`src/rtl/countdown_display.sv`:
```
// Countdown display: double-dabble BCD conversion of an 8-bit count driving a 3-digit muxed 7-seg display.
// Optional macro COUNTDOWN_BLINK_EN blanks the segments at BLINK_DIV cadence while yellow is lit.
module countdown_display #(
   parameter int SCAN_DIV  = 1000,
   parameter int BLINK_DIV = 250000
) (
   input  logic       clk,
   input  logic       rst,
   input  logic [7:0] clock_val,
   input  logic       red,
   input  logic       yellow,
   input  logic       green,
   output logic [6:0] seg,
   output logic [2:0] an,
   output logic [1:0] phase,
   output logic       busy
);

   localparam int SCAN_W = (SCAN_DIV > 2) ? $clog2(SCAN_DIV) : 1;
   localparam logic [SCAN_W-1:0] SCAN_LAST = SCAN_W'(SCAN_DIV - 1);

   typedef enum logic [1:0] {IDLE, SHIFT, LOAD} state_t;

   state_t      state_q, state_d;
   logic [7:0]  bin_q, bin_d;
   logic [11:0] scr_q, scr_d;
   logic [11:0] bcd_q, bcd_d;
   logic [7:0]  last_q, last_d;
   logic        force_q, force_d;
   logic        busy_q, busy_d;
   logic [2:0]  cnt_q, cnt_d;
   logic [11:0] adj;

   logic [SCAN_W-1:0] scan_q, scan_d;
   logic [1:0]  idx_q, idx_d;
   logic [6:0]  seg_q, seg_d;
   logic [2:0]  an_q, an_d;
   logic [1:0]  phase_q, phase_d;
   logic [3:0]  nib;
   logic        blank;
   logic        blink_mask;

   function automatic logic [6:0] enc7(input logic [3:0] d);
      case (d)
         4'd0:    enc7 = 7'h3F;
         4'd1:    enc7 = 7'h06;
         4'd2:    enc7 = 7'h5B;
         4'd3:    enc7 = 7'h4F;
         4'd4:    enc7 = 7'h66;
         4'd5:    enc7 = 7'h6D;
         4'd6:    enc7 = 7'h7D;
         4'd7:    enc7 = 7'h07;
         4'd8:    enc7 = 7'h7F;
         4'd9:    enc7 = 7'h6F;
         default: enc7 = 7'h00;
      endcase
   endfunction

   // Conversion FSM and datapath; input changes mid-conversion are picked up on return to IDLE.
   always_comb begin
      state_d = state_q;
      bin_d   = bin_q;
      scr_d   = scr_q;
      bcd_d   = bcd_q;
      last_d  = last_q;
      force_d = force_q;
      busy_d  = busy_q;
      cnt_d   = cnt_q;
      adj     = scr_q;
      for (int i = 0; i < 3; i++) begin
         if (scr_q[4*i +: 4] >= 4'd5) adj[4*i +: 4] = scr_q[4*i +: 4] + 4'd3;
      end
      case (state_q)
         IDLE: begin
            if ((clock_val != last_q) || force_q) begin
               state_d = SHIFT;
               bin_d   = clock_val;
               last_d  = clock_val;
               force_d = 1'b0;
               scr_d   = 12'h000;
               busy_d  = 1'b1;
               cnt_d   = 3'd0;
            end
         end
         SHIFT: begin
            {scr_d, bin_d} = {adj[10:0], bin_q, 1'b0};
            cnt_d = cnt_q + 3'd1;
            if (cnt_q == 3'd7) state_d = LOAD;
         end
         LOAD: begin
            bcd_d   = scr_q;
            busy_d  = 1'b0;
            state_d = IDLE;
         end
         default: state_d = IDLE;
      endcase
   end

   // Digit select and segment data are derived from the same next index so they never disagree.
   always_comb begin
      scan_d = (scan_q == SCAN_LAST) ? '0 : scan_q + 1'b1;
      idx_d  = idx_q;
      if (scan_q == SCAN_LAST) idx_d = (idx_q == 2'd2) ? 2'd0 : idx_q + 2'd1;
      nib   = 4'd0;
      blank = 1'b1;
      an_d  = 3'b110;
      case (idx_d)
         2'd0: begin
            nib = bcd_q[3:0]; blank = 1'b0; an_d = 3'b110;
         end
         2'd1: begin
            nib = bcd_q[7:4]; blank = (bcd_q[11:8] == 4'd0) && (bcd_q[7:4] == 4'd0); an_d = 3'b101;
         end
         2'd2: begin
            nib = bcd_q[11:8]; blank = (bcd_q[11:8] == 4'd0); an_d = 3'b011;
         end
         default: begin
            nib = 4'd0; blank = 1'b1; an_d = 3'b110;
         end
      endcase
      seg_d = (blank || !(red || yellow || green) || blink_mask) ? 7'h00 : enc7(nib);
      if (red)         phase_d = 2'b01;
      else if (yellow) phase_d = 2'b10;
      else if (green)  phase_d = 2'b11;
      else             phase_d = 2'b00;
   end

`ifdef COUNTDOWN_BLINK_EN
   localparam int BLINK_W = (BLINK_DIV > 2) ? $clog2(BLINK_DIV) : 1;
   logic [BLINK_W-1:0] blink_cnt_q;
   logic               blink_q;

   always_ff @(posedge clk) begin
      if (rst || !yellow) begin
         blink_cnt_q <= '0;
         blink_q     <= 1'b0;
      end else if (blink_cnt_q == BLINK_W'(BLINK_DIV - 1)) begin
         blink_cnt_q <= '0;
         blink_q     <= ~blink_q;
      end else begin
         blink_cnt_q <= blink_cnt_q + 1'b1;
      end
   end

   assign blink_mask = yellow && blink_q;
`else
   assign blink_mask = (BLINK_DIV < 1);
`endif

   always_ff @(posedge clk) begin
      if (rst) begin
         state_q <= IDLE;
         bin_q   <= 8'd0;
         scr_q   <= 12'h000;
         bcd_q   <= 12'h000;
         last_q  <= 8'd0;
         force_q <= 1'b1;
         busy_q  <= 1'b0;
         cnt_q   <= 3'd0;
         scan_q  <= '0;
         idx_q   <= 2'd0;
         seg_q   <= 7'h00;
         an_q    <= 3'b110;
         phase_q <= 2'b00;
      end else begin
         state_q <= state_d;
         bin_q   <= bin_d;
         scr_q   <= scr_d;
         bcd_q   <= bcd_d;
         last_q  <= last_d;
         force_q <= force_d;
         busy_q  <= busy_d;
         cnt_q   <= cnt_d;
         scan_q  <= scan_d;
         idx_q   <= idx_d;
         seg_q   <= seg_d;
         an_q    <= an_d;
         phase_q <= phase_d;
      end
   end

   assign seg   = seg_q;
   assign an    = an_q;
   assign phase = phase_q;
   assign busy  = busy_q;

endmodule

```
`config.mk`:
```
export PLATFORM = sky130hd
export DESIGN_NAME = countdown_display
export DESIGN_NICKNAME = d
export VERILOG_FILES = /design/src/rtl/countdown_display.sv
export SDC_FILE = /design/constraint.sdc
export NUM_CORES = 1
export LEC_CHECK = 0
export BUFFER_PORTS_ARGS = -buffer_cell sky130_fd_sc_hd__buf_2
export CORE_ASPECT_RATIO = 2
export CORE_UTILIZATION = 40
export CTS_CLUSTER_DIAMETER = 200
export DETAILED_ROUTE_END_ITERATION = 8
export PLACE_DENSITY_LB_ADDON = 0.12
export SLEW_MARGIN = 15
export SYNTH_ARGS = -nofsm -noshare
export SYNTH_HDL_FRONTEND = slang
export SYNTH_SLANG_ARGS = --single-unit
```
`constraint.sdc`:
```
create_clock -name clk -period 2.83 [get_ports clk]
set_input_delay 0.4245 -clock clk [delete_from_list [all_inputs] [get_ports clk]]
set_output_delay 0.4245 -clock clk [all_outputs]
set_load 0.005 [all_outputs]
```
After elaboration in Yosys (flattened, before gate mapping)
Memories as Yosys holds them, arrays and structs flattened. A register that Yosys moved wholly into a read port is not among the register bits.
Cells that the tools add are included.
{"block": "classes", "add_sub_neg": 6, "n_lt_le_gt_ge": 3, "eq_ne": 10, "muxes": 22, "n_reduce_logical": 19}
{"op": "case mux 12 bit (2 select lines)", "count": 1}
{"op": "case mux 8 bit (2 select lines)", "count": 1}
{"op": ">= comparator 4 x 3 -> 1 bit, second input constant", "count": 3}
{"op": "2-to-1 mux 12 bit", "count": 1}
{"op": "2-to-1 mux 2 bit", "count": 6}
{"op": "case mux 3 bit (2 select lines)", "count": 2}
{"op": "case mux 4 bit (3 select lines)", "count": 1}
{"op": "adder 10 x 1 -> 10 bit, second input constant", "count": 1}
{"op": "== test 10 bit, second input constant", "count": 1}
{"op": "adder 4 x 2 -> 4 bit, second input constant", "count": 2}
{"op": "logical NOT 4 bit", "count": 2}
{"op": "2-to-1 mux 4 bit", "count": 2}
{"op": "2-to-1 mux 8 bit", "count": 1}
{"op": "!= test 8 bit", "count": 1}
{"op": "AND reduction 2 bit", "count": 4}
{"op": "== test 2 bit, second input constant", "count": 3}
{"op": "2-to-1 mux 3 bit", "count": 2}
{"op": "OR reduction 2 bit", "count": 3}
{"op": "== test 2 x 1 -> 1 bit, second input constant", "count": 2}
{"op": "logical NOT 2 bit", "count": 2}
{"op": "logical OR 1 bit", "count": 4}
{"op": "!= test 2 bit, second input constant", "count": 2}
{"op": "case mux 2 bit (2 select lines)", "count": 1}
{"op": "nonzero test 2 bit", "count": 2}
{"op": "9 further kinds", "count": 10}
{"block": "word_totals", "ff_bits": 64, "romBits": 112, "input_bits": 13, "output_inout_bits": 13, "mem_count": 1}
{"memory": "(name not given)", "words": 16, "width": 7, "read_ports": 1, "rd_ports_with_merged_regs": 1, "write_ports": 0, "line": "44", "source": "case (d)"}

Longest topological paths before layout
{"block": "depth", "word_depth": 7, "mapped_depth": 13, "mapped_depth_nobuf": 13}

Worst setup path before layout
Ideal clock, no wire load.
{"block": "synth_timing", "path_kind": "register to register", "from": "reg scan_q[0]", "to": "reg seg_q[3] (netlist: seg[3])", "setup_time_ns": 0.070, "t_arrival_ns": 2.867, "required_ns": 2.760, "setup_slack_ns": -0.106, "path_stages_with_launch": 12, "path_buffers": 0, "path_cell_list": "dfxtp_1 -> ha_1 -> and2_1 -> nand4_1 -> mux2i_1 -> inv_1 -> ha_1 -> a222oi_1 -> or2_2 -> ha_1 -> or3_1 -> a21oi_1"}
{"block": "synth_via", "elab_chain_len": 6}
{"item": "from (decl)", "line": "34", "source": "logic [SCAN_W-1:0] scan_q, scan_d;"}
{"item": "from (signal assigned)", "line": "174", "source": "scan_q <= scan_d;"}
{"item": "== test 10 bit *", "line": "103", "source": "if (scan_q == SCAN_LAST) idx_d = (idx_q == 2'd2) ? 2'd0 : idx_q + 2'd1;"}
{"item": "2-to-1 mux 2 bit *", "line": "103"}
{"item": "named net idx_d[1]", "line": "35", "source": "logic [1:0] idx_q, idx_d;"}
{"item": "== test 2 bit, or another cell as far along", "line": "107", "source": "case (idx_d)"}
{"item": "case mux 1 bit (3 select lines)", "line": "107"}
{"item": "logical OR 1 bit", "line": "121", "source": "seg_d = (blank || !(red || yellow || green) || blink_mask) ? 7'h00 : enc7(nib);"}
{"item": "OR reduction 2 bit (no line)"}
{"item": "to (decl)", "line": "36", "source": "logic [6:0] seg_q, seg_d;"}
The timed path passes the listed nets; every way through them passes the cells marked *.
A chain may end at the register's enable or synchronous reset.

Final worst setup path
{"block": "layout_timing", "from": "reg scan_q[0]", "to": "reg seg_q[0] (netlist: seg[0])"}
{"block": "layout_via", "elab_chain_len": 6}
{"item": "== test 10 bit *", "line": "103"}
{"item": "2-to-1 mux 2 bit *", "line": "103"}
{"item": "== test 2 bit, or another cell as far along", "line": "107"}
{"item": "case mux 1 bit (3 select lines)", "line": "107"}
{"item": "logical OR 1 bit", "line": "121"}
{"item": "OR reduction 2 bit (no line)"}
Every way passes the cells marked *; elsewhere a longest branch is shown, timed or not.

==> results by group <==
Clock tree
  – Clock Path Buffers: 2
  – Hold Buf Count CTS: 0
  – Htree depth: 3
  – Root Driver: clkbuf_16
  – Clk_lat worst skew: 0.33 ns
  – Clk sinks: 71
  – CTS tree: built
  – Clock-pin slew on the worst setup and hold paths: 0.06 ns
  – TritonCTS buffer count: 9

Die
  – Die ar.: 9010 sq um
  – Core Footprint: 8290 sq um
  – Initial Util: 41.5%
  – Die X: 67.6 um
  – Chip Height: 133 um
  – Row count: 47
  – # IOs: 26

Placement
  – IO Port Bufs: 25
  – Place WS: -0.0228 ns
  – Post-DP HPWL: between 5000 and 6000 um
  – RePlAce Congestion: 0.765

Synth
  – Warnings, synthesis: 0
  – Synth top area cells: dfxtp_1 (41%), ha_1 (6.9%), xnor2_1 (4.6%), nand2b_1 (4.5%), nor2_1 (4.1%)
  – Post-synth EDFFs: 0
  – Asr flop ratio synth: 0%
  – Cells after Synth: 379
  – Top cell type by total area after synthesis: dfxtp_1
  – Post-Syn Nets: 411
  – Top-count cell post-synth: dfxtp_1
  – Most frequent cells after synthesis: dfxtp_1 (71), nor2_1 (38), nand2_1 (34)
  – #FFs+latches synth: between 70 and 80
  – Netlist cell types: 51
  – Sequential share of the synthesized area: between 40% and 50%
  – Share of the synthesized area in the top cell type: 41.3%
  – Syn_area_per_cell: 9.09 sq um
  – Top_reg_cell synth: dfxtp_1
  – Cell area after synthesis: 3440 sq um

STA
  – Setup violators final: 0
  – Final hold vios: 0
  – Unrepaired setup endpoints after global routing: true
  – Hold slack: between 0.2 and 0.3 ns
  – Slew HR: 39.7%
  – Tmin final: 2.81 ns
  – Final setup margin: 0.0187 ns
  – Final Cycle Share: 99.3%
  – Slew Limit Fails: 0
  – Setup Skew: 0.00444 ns
  – Measured slew at the worst slew-check pin: 0.903 ns
  – Max Clk Rate: approximately 360 MHz

Route
  – Vias per Instance: roughly 5.2
  – Post-route ant nets: 0
  – DRC viols: 0
  – First-pass DRT Iterations: 5
  – DR vias: between 2k and 3k
  – WL final: 7740 um
  – Drt initial violations: 123
  – Routed len/inst: ~15 um

Global route
  – Global Route Usage Sum: 18.4%
  – Global-route wire length before repair: 12300 um
  – Pin count of the biggest net entering global routing: 34
  – Vias in the first global route: 2674
  – Initial antenna violation count: 0
  – GRT overflow: 0

Power
  – Power per standard cell area: 534 nW/um^2
  – Worst IR Drop VDD: 0.000312 V
  – Pleak: roughly 1.6 nW

Job
  – Max-Cap Viols: 0

Critical path
  – WP data arrival: approximately 3 ns
  – Worst Path Max Fanout: 4
  – Worst Path Required: 3.04 ns
  – Critical Path Start Type: register
  – Worst setup EP type: register
  – Crit Path Class: register to register

Layout
  – Fin nets: 453
  – Fillers: 820
  – Ant. Diodes: 0
  – Layout cell share with drive strength beyond 1: 24.9%
  – P&R area growth vs syn: 20.8%

Worst hold path
  – Worst hold path class: input port to register

Run status
  – Status: finished, final reports clean
==> routing by layer <==
| metal | part of all wire (%) | track usage, % |
|---|---|---|
| met1 | 38 | 18.0 |
| met2 | 57 | 33.6 |
| met3 | 2.6 | 4.45 |
| met4 | 2.8 | 9.34 |
| met5 | 0 | 0 |
==> worst max-delay path, stage by stage, from the launching register on <==
cell,delay (ns)
dfxtp_2,0.36
ha_4,0.13
and2_4,0.15
nand4_1,0.20
mux2i_2,0.26
buf_4,0.16
ha_4,0.16
a222oi_1,0.39
or2_4,0.23
ha_4,0.12
o21ba_2,0.14
o21ai_0,0.28
a21oi_1,0.11
==> placed cells by master (no fill, tap or decap), types with 3 or more instances in the layout <==
| master | synthesis | final |
|---|---|---|
| o21ai_0 | 9 | 8 |
| o32ai_1 | 8 | 8 |
| a222oi_1 | 4 | 4 |
| a31oi_1 | 4 | 4 |
| clkbuf_16 | 0 | 9 |
| nand3b_1 | 3 | 3 |
| o31ai_1 | 3 | 3 |
| o221a_2 | 6 | 6 |
| ha_1 | 19 | 13 |
| buf_2 | 2 | 25 |
| inv_2 | 0 | 3 |
| nor3_1 | 8 | 8 |
| ha_4 | 0 | 5 |
| nor2_1 | 38 | 37 |
| nand2b_1 | 25 | 25 |
| dfxtp_1 | 71 | 69 |
| o21ba_2 | 3 | 3 |
| a211oi_1 | 4 | 4 |
| mux2i_1 | 10 | 8 |
| buf_4 | 3 | 23 |
| nor2b_1 | 5 | 5 |
| nand2_1 | 34 | 34 |
| xnor2_1 | 18 | 18 |
| inv_1 | 16 | 13 |
| nand4_1 | 4 | 4 |
| clkinv_2 | 0 | 3 |
| mux2_2 | 3 | 3 |
| a21oi_1 | 26 | 24 |
| xor2_1 | 5 | 5 |
==> registers in the layout, indices dropped and copies added (netlist names) <==
name / count
scr_q: 12
last_q: 8
busy: 1
bin_q: 8
an: 3
idx_q: 2
cnt_q: 3
seg: 7
bcd_q: 12
state_q: 2
force_q: 1
scan_q: 10
phase: 2
==> layout make-up <==
class,count,area [sq um],share of cell area (%)
well taps,98,123,2.95
clock inverters,4,22.5,0.542
multi-input cells,273,1970,47.3
repair buffers,50,320,7.70
flip-flops and latches,71,1420,34.2
inverters,16,60.1,1.44
clock buffers,11,243,5.84
==> where the power goes <==
group / internal [mW] / switching, mW
registers: 1.03 / 0.0204
clock network: 0.607 / 0.413
logic: 0.0665 / 0.0807
==> cells by family (layout without fill, tap and decap cells) <==
logic type                 after synthesis  after routing  share of synthesized area, %
and+or+nand+nor                        141            141                          20.9
buffers and inverters                   35             81                          4.43
AOI/OAI and AO/OA                       77             77                          16.8
adders and majority gates               19             19                          6.90
xor gates and xnor gates                23             23                          5.85
DFF                                     71             71                          41.3
muxes                                   13             13                          3.89
==> worst paths after layout <==
| kind | from | endpoint | slack (ns) | depth (start not counted) |
|---|---|---|---|---|
| worst max-delay path | scan_q[0] | seg[0] | 0.02 | 12 |
| worst min-delay path | red | phase[1] | 0.29 | 2 |
| worst max register to register | scan_q[0] | seg[0] | 0.02 | 12 |
| worst min register to register | scan_q[0] | scan_q[0] | 0.44 | 1 |
==> metrics by stage <==
stage / util (%) / setup TNS, ns / cells / area (sq um) / power, mW
floorplan: - / 0 / 379 / 3500 / 1.17
global placement: 45.3 / 0 / 496 / 3750 / 1.22
detailed placement: 45.3 / -0.0376 / 496 / 3750 / 1.22
CTS: 48.7 / 0 / 513 / 4040 / 2.24
global route: 50.2 / -0.492 / 523 / 4160 / 2.31
finish: 50.2 / 0 / 523 / 4160 / 2.22
==> repair_timing <==
item | CTS | global route
gates resized for setup | 2 | 10
setup buffers | 2 | 9
pin swaps | 3 | 13
endpoints found under the setup margin | 4 | 7
gates cloned | 0 | 1
No activity file was read; power rests on OpenSTA's default activity.
